File: src/rtl/fetch_stage.sv
// Instruction-fetch stage: one outstanding imem request per PC, variable
// response latency, skid buffer for decode back-pressure and a drain path
// that discards the stale response after an execute redirect.
// Optional feature macro: STATIC_JAL_PREDICT_EN (static JAL target prediction).
module fetch_stage #(
  parameter logic [63:0] RESET_PC  = 64'h0000_0000_8000_0000,
  parameter logic [31:0] NOP_INSTR = 32'h0000_0013
) (
  input  logic        clk,
  input  logic        rst,
  input  logic [63:0] pc,
  input  logic        execute_i_need_jump,
  input  logic        decode_i_stall,
  output logic        imem_req_valid,
  input  logic        imem_req_ready,
  output logic [63:0] imem_req_addr,
  input  logic        imem_resp_valid,
  input  logic [31:0] imem_resp_data,
  output logic [63:0] fetch_o_pre_pc,
  output logic        fetch_o_stall_req,
  output logic        fetch_o_valid,
  output logic [63:0] fetch_o_pc,
  output logic [31:0] fetch_o_instr,
  output logic        fetch_o_pred_taken
);

  localparam int unsigned XLEN   = 64;
  localparam int unsigned ILEN   = 32;
  localparam int unsigned OPC_W  = 7;
  localparam logic [XLEN-1:0] INSTR_BYTES = XLEN'(4);
`ifdef STATIC_JAL_PREDICT_EN
  localparam logic [OPC_W-1:0] OPC_JAL = OPC_W'(7'b1101111);
`endif

  typedef enum logic [1:0] {
    S_REQ,
    S_WAIT,
    S_HOLD,
    S_DRAIN
  } state_t;

  state_t          state_q;
  state_t          state_d;
  logic [ILEN-1:0] skid_q;
  logic            skid_load;
  logic            complete;
  logic [ILEN-1:0] cmp_word;
  logic            pred_jal;

  // State register
  always_ff @(posedge clk) begin
    if (rst) begin
      state_q <= S_REQ;
    end else begin
      state_q <= state_d;
    end
  end

  // Next-state, request and completion decode
  always_comb begin
    state_d        = state_q;
    imem_req_valid = 1'b0;
    complete       = 1'b0;
    skid_load      = 1'b0;
    cmp_word       = imem_resp_data;
    case (state_q)
      S_REQ: begin
        imem_req_valid = 1'b1;
        if (imem_req_ready) begin
          state_d = execute_i_need_jump ? S_DRAIN : S_WAIT;
        end
      end
      S_WAIT: begin
        if (imem_resp_valid) begin
          if (execute_i_need_jump) begin
            state_d = S_REQ;
          end else if (!decode_i_stall) begin
            complete = 1'b1;
            state_d  = S_REQ;
          end else begin
            skid_load = 1'b1;
            state_d   = S_HOLD;
          end
        end else if (execute_i_need_jump) begin
          state_d = S_DRAIN;
        end
      end
      S_HOLD: begin
        cmp_word = skid_q;
        if (execute_i_need_jump) begin
          state_d = S_REQ;
        end else if (!decode_i_stall) begin
          complete = 1'b1;
          state_d  = S_REQ;
        end
      end
      S_DRAIN: begin
        if (imem_resp_valid) begin
          state_d = S_REQ;
        end
      end
      default: state_d = S_REQ;
    endcase
  end

  // Skid register holds a response that decode could not take yet
  always_ff @(posedge clk) begin
    if (rst) begin
      skid_q <= ILEN'(0);
    end else if (skid_load) begin
      skid_q <= imem_resp_data;
    end
  end

  assign imem_req_addr     = pc;
  assign fetch_o_stall_req = !complete && !execute_i_need_jump;

`ifdef STATIC_JAL_PREDICT_EN
  logic [XLEN-1:0] jal_imm;

  // Static JAL prediction: target = pc + sign-extended J-immediate
  always_comb begin
    pred_jal = (cmp_word[OPC_W-1:0] == OPC_JAL);
    jal_imm  = {{(XLEN-21){cmp_word[31]}}, cmp_word[31], cmp_word[19:12],
                cmp_word[20], cmp_word[30:21], 1'b0};
    if (complete && pred_jal) begin
      fetch_o_pre_pc = pc + jal_imm;
    end else begin
      fetch_o_pre_pc = pc + INSTR_BYTES;
    end
  end

  // Prediction flag travels with the instruction
  always_ff @(posedge clk) begin
    if (rst) begin
      fetch_o_pred_taken <= 1'b0;
    end else if (execute_i_need_jump) begin
      fetch_o_pred_taken <= 1'b0;
    end else if (complete) begin
      fetch_o_pred_taken <= pred_jal;
    end else if (!decode_i_stall) begin
      fetch_o_pred_taken <= 1'b0;
    end
  end
`else
  assign pred_jal           = 1'b0;
  assign fetch_o_pre_pc     = pc + INSTR_BYTES;
  assign fetch_o_pred_taken = 1'b0;
`endif

  // F/D output register: flush, load, hold, bubble in priority order
  always_ff @(posedge clk) begin
    if (rst) begin
      fetch_o_valid <= 1'b0;
      fetch_o_pc    <= RESET_PC;
      fetch_o_instr <= NOP_INSTR;
    end else if (execute_i_need_jump) begin
      fetch_o_valid <= 1'b0;
      fetch_o_instr <= NOP_INSTR;
    end else if (complete) begin
      fetch_o_valid <= 1'b1;
      fetch_o_pc    <= pc;
      fetch_o_instr <= cmp_word;
    end else if (!decode_i_stall) begin
      fetch_o_valid <= 1'b0;
      fetch_o_instr <= NOP_INSTR;
    end
  end

endmodule

File: config.mk
export PLATFORM = sky130hd
export DESIGN_NAME = fetch_stage
export DESIGN_NICKNAME = d
export VERILOG_FILES = /design/src/rtl/fetch_stage.sv
export SDC_FILE = /design/constraint.sdc
export NUM_CORES = 1
export LEC_CHECK = 0
export ABC_CLOCK_PERIOD_IN_PS = 3200
export BUFFER_PORTS_ARGS = -buffer_cell sky130_fd_sc_hd__buf_4
export CAP_MARGIN = 20
export CORE_AREA = 2 2 126 128
export CTS_CLUSTER_DIAMETER = 150
export CTS_CLUSTER_SIZE = 40
export DETAILED_ROUTE_END_ITERATION = 12
export DIE_AREA = 0 0 128 130
export PLACE_DENSITY = 0.78
export SLEW_MARGIN = 20
export SYNTH_ARGS = -nofsm -noshare
export SYNTH_HDL_FRONTEND = slang
export SYNTH_SLANG_ARGS = --single-unit
File: constraint.sdc
create_clock -name clk -period 3.2 [get_ports clk]
set_input_delay 0.64 -clock clk [delete_from_list [all_inputs] [get_ports clk]]
set_output_delay 0.64 -clock clk [all_outputs]
set_load 0.01 [all_outputs]
==> results by group, run 1 <==
Clock tree
  – Clock Path Buffers: 2
  – Postcts setup bufs: 0
  – H-tree Lvls: 4
  – CTS buffer count: 17
  – Root Buffer: clkbuf_16
  – CTS tree: built
  – Clk_lat worst skew: 0.41 ns
  – Worst-path clk slew: 0.05 ns
  – CTS sink count: 131
  – CTS Hold Buffers Added: 0

STA
  – Setup violations, final: 0
  – Clk_skew: 0.00557 ns
  – Hold Vio Cnt, Final: 0
  – Fin. max-slew vios: 0
  – Final setup TNS: 0 ns
  – Slew HR: 0.516
  – F_max: 318 MHz
  – Crit path time final: 3.14 ns
  – Tcrit/Tclk final: 0.982
  – Worst Tran Pin Value: 0.725 ns
  – RSZ-0062 raised after global routing: no

Job
  – Max-capacitance violation count: 0

Global routing
  – GRT Total Usage: 0.260
  – Total grt overflow: 0
  – Vias in the first global route: 6316
  – First-pass GRT wire length: 33800 um
  – Largest net degree at the start of global routing: 98
  – Initial antenna violation count: 0

Placed design
  – Placer Congestion: 0.983
  – Post-DP HPWL: 16700 um
  – Port buffer count: 328

Setup path
  – CP endpoint: fetch_o_pre_pc[43]
  – Slowest CP cell: or4_4
  – Worst path depth: 7
  – CP Class: input port to output port
  – Critical R2R Launch: state_q[1]$_SDFFE_PP0P_
  – Worst Setup End Kind: output port
  – Crit-path cells: buf_4, and4_4, nand3_2, or4_4, nor3_1, xor2_1, buf_4
  – CP peak stage delay: 0.65 ns
  – Worst EP required: 2.56 ns
  – R2r setup slk: 1.02 ns
  – Worst Setup SP: pc[6]
  – Most common cell type on the critical path: buf_4
  – Top delay family on crit path: simple AND/OR/NAND/NOR gates
  – Reg2reg path depth: 8
  – Max FO, Critical Path: 9
  – Crit Reg-Reg Endpoint: fetch_o_instr[20]$_SDFFE_PP0P_
  – Worst path arrival time: 2.50 ns
  – WP buf/inv: 2
  – CP Launch Type: input port

Floorplanning
  – Ports: 330
  – Chip Height: 130 um
  – Die area: 16600 um2
  – Cell Rows: 46
  – Starting Density: 0.440
  – Die width: 128 um
  – CORE AREA: 15400 um2

Final layout
  – Antenna Cells: 0
  – Final #Nets: 1265
  – Area grow syn2layout: 44.0%
  – Fillers: 1351
  – Fraction of layout cells with a size suffix above 1: 0.364
  – Finished Core Util: 0.634

Yosys
  – Number of enable flip-flop cells after synthesis: 0
  – Post-synth ARST share: 0
  – Ys flop type: dfxtp_1
  – Largest cells by area after synthesis: dfxtp_1 (39%), nand2_1 (12%), a21oi_1 (9.4%), buf_4 (7.4%), xnor2_1 (4.9%)
  – Synth unique cells: 42
  – Yosys warns: 0
  – Mapped Area: 6790 um2
  – Sequential area share after synthesis: 0.386
  – Synth Register Bits: 131
  – Syn_area_per_cell: 7.67 um2
  – Cell taking the most area after synthesis: dfxtp_1
  – Cells after Synth: 885
  – Post-Syn Nets: 993
  – Synth top area share: 0.386

Power
  – Part of the power in the clock network: 0.430
  – Leak pwr: 0.00411 uW
  – Worst ir drop on vdd: 0.000315 V
  – Internal: 3390 uW
  – Logic pwr share: 0.200
  – Switch Pwr: 1270 uW
  – Power Density: 476 nW/um2
  – Total chip power: 4650 uW
  – Switching part of the total power: 0.272
  – Reg power frac: 0.370

Drt
  – Final ANT Viol Nets: 0
  – DR pass1 iterations: 7
  – Number of vias per cell: 5.21
  – Via count: 7091
  – Wirelength per Cell: 16.7 um
  – Initial DRC Count: 397
  – DR DRC count: 0
  – Final WL: 22800 um

Outcome
  – Status: completed

Min path
  – Worst hold path class: register to register
==> cells in the mapped netlist, types with 2 or more instances <==
library cell  number
nand3_2            2
ha_1               6
nor4_1             7
a21oi_1          127
inv_1             12
mux2i_1           30
clkbuf_1          46
nor2b_1            2
mux2_2             3
dfxtp_1          131
nand3_1           25
nand2_1          218
buf_4             67
nor3_1             7
nand4_1           20
nor4_2             7
and3_1             9
o22ai_1            3
buf_1              2
and2_1             4
xnor2_1           38
o21ai_0            2
and4_1             5
xor2_1            22
nor2_1            71
or4_1              2
nor4b_1            2
==> placed cells by master (no fill, tap or decap), drive strengths merged, types with 21 or more instances in the layout <==
cell type	Yosys	routed
nand3	27	27
nand4	21	21
xor2	22	22
dfxtp	131	131
a21oi	127	127
mux2i	30	30
nor2	71	71
nand2	219	219
xnor2	38	38
buf	71	370
==> worst min-delay path by stage <==
stage                                     from                    endpoint  slack (ns)  cells after the start
floorplan               skid_q[0]$_SDFFE_PP0P_      skid_q[0]$_SDFFE_PP0P_        0.43                      2
finish              fetch_o_pc[3]$_SDFFE_PP0P_  fetch_o_pc[3]$_SDFFE_PP0P_        0.45                      2
global placement        skid_q[0]$_SDFFE_PP0P_      skid_q[0]$_SDFFE_PP0P_        0.44                      2
detailed placement     skid_q[31]$_SDFFE_PP0P_     skid_q[31]$_SDFFE_PP0P_        0.45                      2
CTS                    skid_q[31]$_SDFFE_PP0P_     skid_q[31]$_SDFFE_PP0P_        0.45                      2
global route            skid_q[8]$_SDFFE_PP0P_      skid_q[8]$_SDFFE_PP0P_        0.47                      2
==> per-layer routing <==
layer,part of all wire,global-route usage,vias up
met5,0,0,-
met4,0.022,0.0814,0
met3,0.073,0.0627,38
met2,0.49,0.437,308
met1,0.41,0.332,3322
li1,-,-,3423
==> layout make-up <==
cell class / count / area (um2) / area share
clock buffers: 20 / 457 / 0.0467
clock inverters: 12 / 155 / 0.0159
inverters: 12 / 45.0 / 0.00461
multi-input cells: 625 / 3460 / 0.354
flip-flops and latches: 131 / 2620 / 0.268
well taps: 192 / 240 / 0.0246
repair buffers: 370 / 2800 / 0.286
==> logic make-up (layout without fill, tap and decap cells) <==
family	after synthesis	after routing	share of synthesized area
compound gates	135	135	0.102
fa+ha+maj	6	6	0.0111
buf+inv	129	414	0.110
mux	33	33	0.0492
xor+xnor	60	60	0.0774
simple gates	390	390	0.264
other cells	1	1	0.000552
flops	131	131	0.386
==> state kept, by name, summed over array words and instances (netlist names) <==
| register | flops |
|---|---|
| fetch_o_valid | 1 |
| skid_q | 32 |
| fetch_o_instr | 32 |
| state_q | 2 |
| fetch_o_pc | 64 |
==> stage by stage <==
| step | std cells | worst slack [ns] | hold slack (ns) | area [um2] |
|---|---|---|---|---|
| floorplan | 885 | 0.308 | 0.433 | 6790 |
| detailed placement | 1329 | 0.0266 | 0.447 | 9110 |
| finish | 1362 | 0.0575 | 0.453 | 9780 |
| CTS | 1361 | 0.0221 | 0.454 | 9720 |
| global route | 1362 | 0.0100 | 0.471 | 9780 |
| global placement | 1329 | 0.0470 | 0.440 | 9110 |
==> worst register-to-register path, cell delays in order (launching register included) <==
cell     delay, ns
dfxtp_1       0.33
inv_1         0.10
ha_1          0.24
a21oi_1       0.12
or4b_4        0.70
buf_16        0.30
nor2_1        0.18
a21oi_1       0.05
nor2_1        0.10
==> repair_timing <==
action / 4_1_cts / 5_1_grt
resized for setup: 0 / 4
setup endpoints to repair: 0 / 4
endpoints found under the hold margin: 0 / 0
==> power by group through the flow <==
| stage | clock (uW) | sequential (uW) | combinational (uW) |
|---|---|---|---|
| 6_report | 2000 | 1720 | 931 |
| 3_5_place_dp | 0 | 1760 | 920 |
| 4_1_cts | 2020 | 1720 | 926 |
| 3_3_place_gp | 0 | 1750 | 915 |
| 5_1_grt | 2100 | 1730 | 1000 |
| 2_1_floorplan | 0 | 1770 | 492 |
Note: power is estimated with default switching activity, not from simulation.
==> inputs of run 2 (changes only) <==
Settings changed: BUFFER_PORTS_ARGS -buffer_cell sky130_fd_sc_hd__buf_4 to unset, DONT_BUFFER_PORTS set to 1, PLACE_DENSITY 0.78 to unset, SETUP_SLACK_MARGIN set to 0.15.
==> run 2 against run 1 <==
  * Design area down 27%
  * Clock power up 2%
  * Critical path depth down 1
  * Total power down 8.7%
  * Combinational power down 50%
  * Core utilization down 17 points
  * Hold slack worse by 0.16 ns
==> results by group, run 2 (synthesis gave the netlist of run 1 again) <==
Floorplanning
  – Cell Rows: 46 (unchanged)
  – Die width: 128 um (unchanged)
  – Ports: 330 (unchanged)
  – CORE AREA: 15400 um2 (unchanged)
  – Chip Height: 130 um (unchanged)
  – Die area: 16600 um2 (unchanged)
  – Starting Density: 0.440 (unchanged)

Drt
  – Number of vias per cell: 5.66 (+8.7%)
  – DR pass1 iterations: 7 (unchanged)
  – Metal2 WL: 9440 um (-16%)
  – Via count: 5718 (-19%)
  – Final WL: 19800 um (-13%)
  – Wirelength per Cell: 19.6 um (+17%)
  – Final ANT Viol Nets: 0 (unchanged)
  – Initial DRC Count: 348 (-12%)
  – Max layer used: met4
  – WL met3: 1930 um (+16%)
  – DR DRC count: 0 (unchanged)
  – Wire length on met1: 8120 um (-14%)

Global routing
  – Largest net degree at the start of global routing: 101 (+3.1%)
  – First-pass GRT wire length: 29200 um (-14%)
  – Initial antenna violation count: 0 (unchanged)
  – Vias in the first global route: 5113 (-19%)
  – Total grt overflow: 0 (unchanged)
  – GRT Total Usage: 0.226 (-0.0342)

Placed design
  – Post-DP HPWL: 13600 um (-19%)
  – Port buffer count: 0 (-100%)
  – Placer Congestion: 0.808 (-18%)

Setup path
  – CP Launch Type: input port
  – Worst EP required: 2.56 ns (about the same)
  – CP peak stage delay: 0.51 ns (-0.14 ns)
  – CP Class: input port to output port
  – Max FO, Critical Path: 7 (-2)
  – Worst path arrival time: 2.34 ns (-0.16 ns)
  – WP buf/inv: 1 (-1)
  – Worst Setup End Kind: output port
  – Top delay family on crit path: simple AND/OR/NAND/NOR gates
  – Crit-path cells: and4_2, nand2_2, or3_1, or4_1, xnor2_1, buf_4
  – Slowest CP cell: or4_1

Final layout
  – Antenna Cells: 0 (unchanged)
  – Final #Nets: 914 (-28%)
  – Top reg by flops: fetch_o_pc
  – Area grow syn2layout: 5.20%
  – Biggest regs: fetch_o_pc x64, fetch_o_instr x32, skid_q x32
  – Most frequent cells in the layout: nand2_1 (218), dfxtp_1 (131), a21oi_1 (127)
  – Commonest non-fill, non-tap cell in the layout: nand2_1
  – Finished Core Util: 0.463 (-0.171)
  – Max FFs per register: 64 (unchanged)
  – Fraction of layout cells with a size suffix above 1: 0.0941 (-0.270)

Power
  – Power Density: 595 nW/um2 (+25%)
  – Worst ir drop on vdd: 0.000309 V (-1.8%)
  – Reg power frac: 0.410 (+0.040)
  – Part of the power in the clock network: 0.479 (+0.049)
  – Switch Pwr: 1110 uW (-12%)
  – Logic pwr share: 0.110 (-0.090)
  – Internal: 3130 uW (-7.4%)
  – Leak pwr: 0.00235 uW (-43%)
  – Switching part of the total power: 0.262 (-0.00978)

Outcome
  – Status: completed

Job
  – Max-capacitance violation count: 0 (unchanged)

Clock tree
  – Clk_lat worst skew: 0.42 ns (about the same)
  – CTS tree: built
  – CTS sink count: 131 (unchanged)
  – Clock Path Buffers: 2 (unchanged)
  – Root Buffer: clkbuf_16
  – H-tree Lvls: 4 (unchanged)
  – CTS buffer count: 17 (unchanged)
  – Worst-path clk slew: 0.06 ns (about the same)
  – CTS Hold Buffers Added: 0 (unchanged)

STA
  – Final setup TNS: 0 ns (unchanged)
  – Worst Tran Pin Value: 0.716 ns (-0.00951 ns)
  – Slew HR: 0.523 (+0.00634)
  – Tcrit/Tclk final: 0.930 (-0.0522)
  – Hold Vio Cnt, Final: 0 (unchanged)
  – Setup violations, final: 0 (unchanged)
  – F_max: 336 MHz (+5.6%)
  – Fin. max-slew vios: 0 (unchanged)
  – RSZ-0062 raised after global routing: yes
  – Clk_skew: 0.0131 ns (+0.00749 ns)
  – Crit path time final: 2.98 ns (-0.167 ns)

Min path
  – Worst hold path class: input port to register
[run 2: changes by cell type in the layout (fill, tap and decap cells not counted), moves of 2 or more]
cell and change:
buf_4 -351, clkinv_2 -3, clkinvlp_4 +2, inv_6 +2, nand3_1 -2, nand3_2 +2
[run 2: final cells by class]
class	instances	area [um2]
fill	1537	8280
sequential	131	2620
tap	192	240
clock inverter	13	175
multi-input combinational	625	3460
timing repair buffer	19	155
clock buffer	18	439
inverter	12	45.0
[run 2: timing repair]
item,CTS,global route
resized for setup,1,5
hold endpoints to repair,0,0
setup buffers,0,0
pin swaps,0,1
setup endpoints to repair,1,3
[run 2: power by group through the flow]
stage	Combinational, uW	Sequential, uW	Clock [uW]
final	468	1740	2040
after CTS	469	1740	2070
after global placement	465	1780	0
after floorplan	492	1770	0
after detailed placement	465	1780	0
after global routing	518	1750	2150
[run 2: final timing paths]
check                           from                              to  slack (ns)  cells after the start
max                           pc[25]              fetch_o_pre_pc[62]        0.22                      6
min                              rst     fetch_o_pc[60]$_SDFFE_PP0P_        0.29                      1
max reg2reg  state_q[1]$_SDFFE_PP0P_  fetch_o_instr[28]$_SDFFE_PP0P_        0.94                      8
min reg2reg  skid_q[27]$_SDFFE_PP0P_         skid_q[27]$_SDFFE_PP0P_        0.45                      2
[run 2: per-layer routing]
layer,track usage,vias to the layer above
li1,-,2723
met1,0.280,2714
met2,0.359,261
met3,0.0918,20
met4,0.0743,0
met5,0,-
[run 2: metrics by stage]
step / cells / setup slack [ns] / area [um2] / hold WS [ns] / total power, uW
2_1_floorplan: 885 / 0.308 / 6790 / 0.433 / 2260
3_3_place_gp: 978 / 0.150 / 6480 / 0.434 / 2240
3_5_place_dp: 978 / 0.171 / 6480 / 0.441 / 2240
4_1_cts: 1009 / 0.182 / 7100 / 0.274 / 4280
5_1_grt: 1010 / 0.104 / 7140 / 0.275 / 4420
6_report: 1010 / 0.224 / 7140 / 0.294 / 4250
==> inputs of run 3 (changes only) <==
==> constraint.sdc (replaced) <==
create_clock -name clk -period 3.2 [get_ports clk]
set_input_delay 0.16 -clock clk [delete_from_list [all_inputs] [get_ports clk]]
set_output_delay 0.16 -clock clk [all_outputs]
set_load 0.01 [all_outputs]
==> run 3 against run 2 <==
  * Clock-buffer cell count stayed put
  * Combinational power up 30%
  * Register-to-register slack worse by 0.46 ns
  * Maximum frequency is 9.3% higher
  * Global-route usage up 1.8 points
  * Setup slack improved by 0.25 ns
  * Sequential cell count is the same
  * Sequential share of layout area is 4.0 points lower
  * Hold slack got worse by 0.28 ns
  * Die area unchanged
  * Sequential power about the same
  * Final cell count is 8.6% higher
  * Largest power group unchanged
  * Highest routed layer unchanged
==> results by group, run 3 (synthesis gave the netlist of run 1 again) <==
Floorplanning
  – Die width: 128 um (unchanged)
  – Chip Height: 130 um (unchanged)
  – CORE AREA: 15400 um2 (unchanged)
  – Die area: 16600 um2 (unchanged)
  – Ports: 330 (unchanged)
  – Cell Rows: 46 (unchanged)
  – Starting Density: 0.440 (unchanged)

Global routing
  – First-pass GRT wire length: 31700 um (+8.4%)
  – Total grt overflow: 0 (unchanged)
  – Largest net degree at the start of global routing: 100 (-0.99%)
  – GRT Total Usage: 0.244 (+0.0178)
  – Vias in the first global route: 5669 (+11%)
  – Initial antenna violation count: 0 (unchanged)

Drt
  – Final ANT Viol Nets: 0 (unchanged)
  – Final WL: 21100 um (+6.4%)
  – DR pass1 iterations: 5 (-2)
  – Initial DRC Count: 304 (-13%)
  – Number of vias per cell: 5.58 (-1.4%)
  – DR DRC count: 0 (unchanged)
  – Wirelength per Cell: 19.2 um (-2.0%)
  – Via count: 6121 (+7.0%)

Power
  – Worst ir drop on vdd: 0.000299 V (-3.3%)
  – Reg power frac: 0.411 (about the same)
  – Part of the power in the clock network: 0.446 (-0.033)
  – Switching part of the total power: 0.280 (+0.0180)
  – Power Density: 530 nW/um2 (-11%)
  – Leak pwr: 0.00270 uW (+15%)
  – Logic pwr share: 0.143 (+0.033)
  – Switch Pwr: 1190 uW (+6.7%)
  – Internal: 3050 uW (-2.6%)

Final layout
  – FF+latch area: 2620 um2 (unchanged)
  – Fraction of layout cells with a size suffix above 1: 0.0652 (-0.0289)
  – Area grow syn2layout: 17.9%
  – Final #Nets: 1000 (+9.4%)
  – Area of the multi-input gates: 3430 um2 (-0.87%)
  – Finished Core Util: 0.519 (+0.0560)
  – Commonest non-fill, non-tap cell in the layout: nand2_1
  – Antenna Cells: 0 (unchanged)
  – Most frequent cells in the layout: nand2_1 (218), dfxtp_1 (131), a21oi_1 (127)
  – Max FFs per register: 64 (unchanged)
  – Top reg by flops: fetch_o_pc
  – Biggest regs: fetch_o_pc x64, fetch_o_instr x32, skid_q x32
  – Fillers: 1478 (-3.8%)

Clock tree
  – Clock Path Buffers: 2 (unchanged)
  – CTS tree: built
  – Root Buffer: clkbuf_16
  – CTS sink count: 131 (unchanged)
  – Worst-path clk slew: 0.07 ns (about the same)
  – Clk_lat worst skew: 0.41 ns (about the same)
  – Post-cts resize count: 0 (-1)
  – CTS buffer count: 17 (unchanged)
  – H-tree Lvls: 4 (unchanged)

STA
  – Hold Slack: 0.0175 ns (-0.276 ns)
  – Worst Tran Pin Value: 1.01 ns (+0.297 ns)
  – Crit path time final: 2.72 ns (-0.253 ns)
  – Setup violations, final: 0 (unchanged)
  – RSZ-0062 raised after global routing: no
  – Slew HR: 0.319 (-0.203)
  – Tcrit/Tclk final: 0.851 (-0.0791)
  – F_max: 367 MHz (+9.3%)
  – Hold Vio Cnt, Final: 0 (unchanged)
  – Final setup TNS: 0 ns (unchanged)
  – Clk_skew: 0.00804 ns (-0.00502 ns)
  – Fin. max-slew vios: 0 (unchanged)

Job
  – Max-capacitance violation count: 0 (unchanged)

Placed design
  – Placer Congestion: 0.819 (+1.4%)
  – Port buffer count: 0 (unchanged)
  – Post-DP HPWL: 13400 um (-1.6%)

Setup path
  – Top delay family on crit path: buffers and inverters
  – CP Launch Type: register
  – Worst Setup SP: state_q[1]$_SDFFE_PP0P_
  – Worst EP required: 3.50 ns (+0.94 ns)
  – Max FO, Critical Path: 53 (+46)
  – Slowest CP cell: or4b_4
  – Crit-path cells: inv_1, ha_1, a21oi_1, or4b_4, buf_12, nand2_1, a21oi_1, dlygate4sd3_1
  – Most common cell type on the critical path: a21oi_1
  – Worst Setup End Kind: register
  – Worst path arrival time: 3.02 ns (+0.68 ns)
  – Worst path depth: 8 (+2)
  – Reg2reg path depth: 8 (unchanged)
  – CP peak stage delay: 0.76 ns (+0.25 ns)
  – WP buf/inv: 3 (+2)
  – Critical R2R Launch: state_q[1]$_SDFFE_PP0P_
  – CP Class: register to register

Outcome
  – Status: completed

Min path
  – Hold depth: 4 (+3)
  – Hold Crit Start: imem_resp_data[29]
  – Worst hold path class: input port to register
==> run 3: cell count changes in the layout (fill, tap and decap cells not counted), sizes merged <==
cell,before,now
inv,16,19
bufinv,3,1
buf,19,7
dlygate4sd3,0,98
clkinvlp,4,5
clkinv,2,1
==> run 3: power by group through the flow <==
| stage | combinational [uW] | sequential, uW | clock [uW] |
|---|---|---|---|
| floorplan | 492 | 1770 | 0 |
| global placement | 462 | 1780 | 0 |
| detailed placement | 462 | 1780 | 0 |
| CTS | 603 | 1740 | 1930 |
| global route | 665 | 1750 | 2000 |
| finish | 607 | 1740 | 1890 |
==> run 3: final timing paths <==
kind / to / slack [ns]
setup / recovery: fetch_o_pc[1]$_SDFFE_PP0P_ / 0.48
hold / removal: fetch_o_instr[29]$_SDFFE_PP0P_ / 0.02
setup reg to reg: fetch_o_pc[1]$_SDFFE_PP0P_ / 0.48
hold reg to reg: skid_q[27]$_SDFFE_PP0P_ / 0.45
==> run 3: stage by stage <==
stage	worst slack (ns)	total power (uW)	std cells	instance area [um2]
floorplan	0.952	2260	885	6790
global placement	0.805	2240	964	6380
detailed placement	0.810	2240	964	6380
CTS	0.430	4270	1095	7970
global route	0.270	4410	1097	8000
finish	0.478	4240	1097	8000
==> run 3: per-layer routing <==
| metal | vias to the layer above | wire [um] | global-route usage |
|---|---|---|---|
| met1 | 2940 | 8570 | 0.292 |
| met5 | - | 0 | 0 |
| met4 | 0 | 492 | 0.0834 |
| li1 | 2893 | - | - |
| met3 | 35 | 1970 | 0.0996 |
| met2 | 253 | 10100 | 0.399 |
==> run 3: worst reg2reg max path: cells and delay by family, from the launching register on <==
| family | cells | cell delay (ns) |
|---|---|---|
| buf+inv | 3 | 0.97 |
| simple gates | 2 | 0.88 |
| flops | 1 | 0.33 |
| fa+ha+maj | 1 | 0.25 |
| compound gates | 2 | 0.18 |
==> run 3: what timing repair did <==
action                                  in CTS  in global routing
hold buffers                                99                  1
endpoints found under the setup margin       0                  0
setup buffers                                0                  0
endpoints found under the hold margin      131                  1
==> run 3: cell type report <==
type	instances	share of cell area
timing repair buffer	105	0.136
inverter	12	0.00563
multi-input combinational	625	0.429
sequential	131	0.328
tap	192	0.0300
clock inverter	14	0.0178
clock buffer	18	0.0536
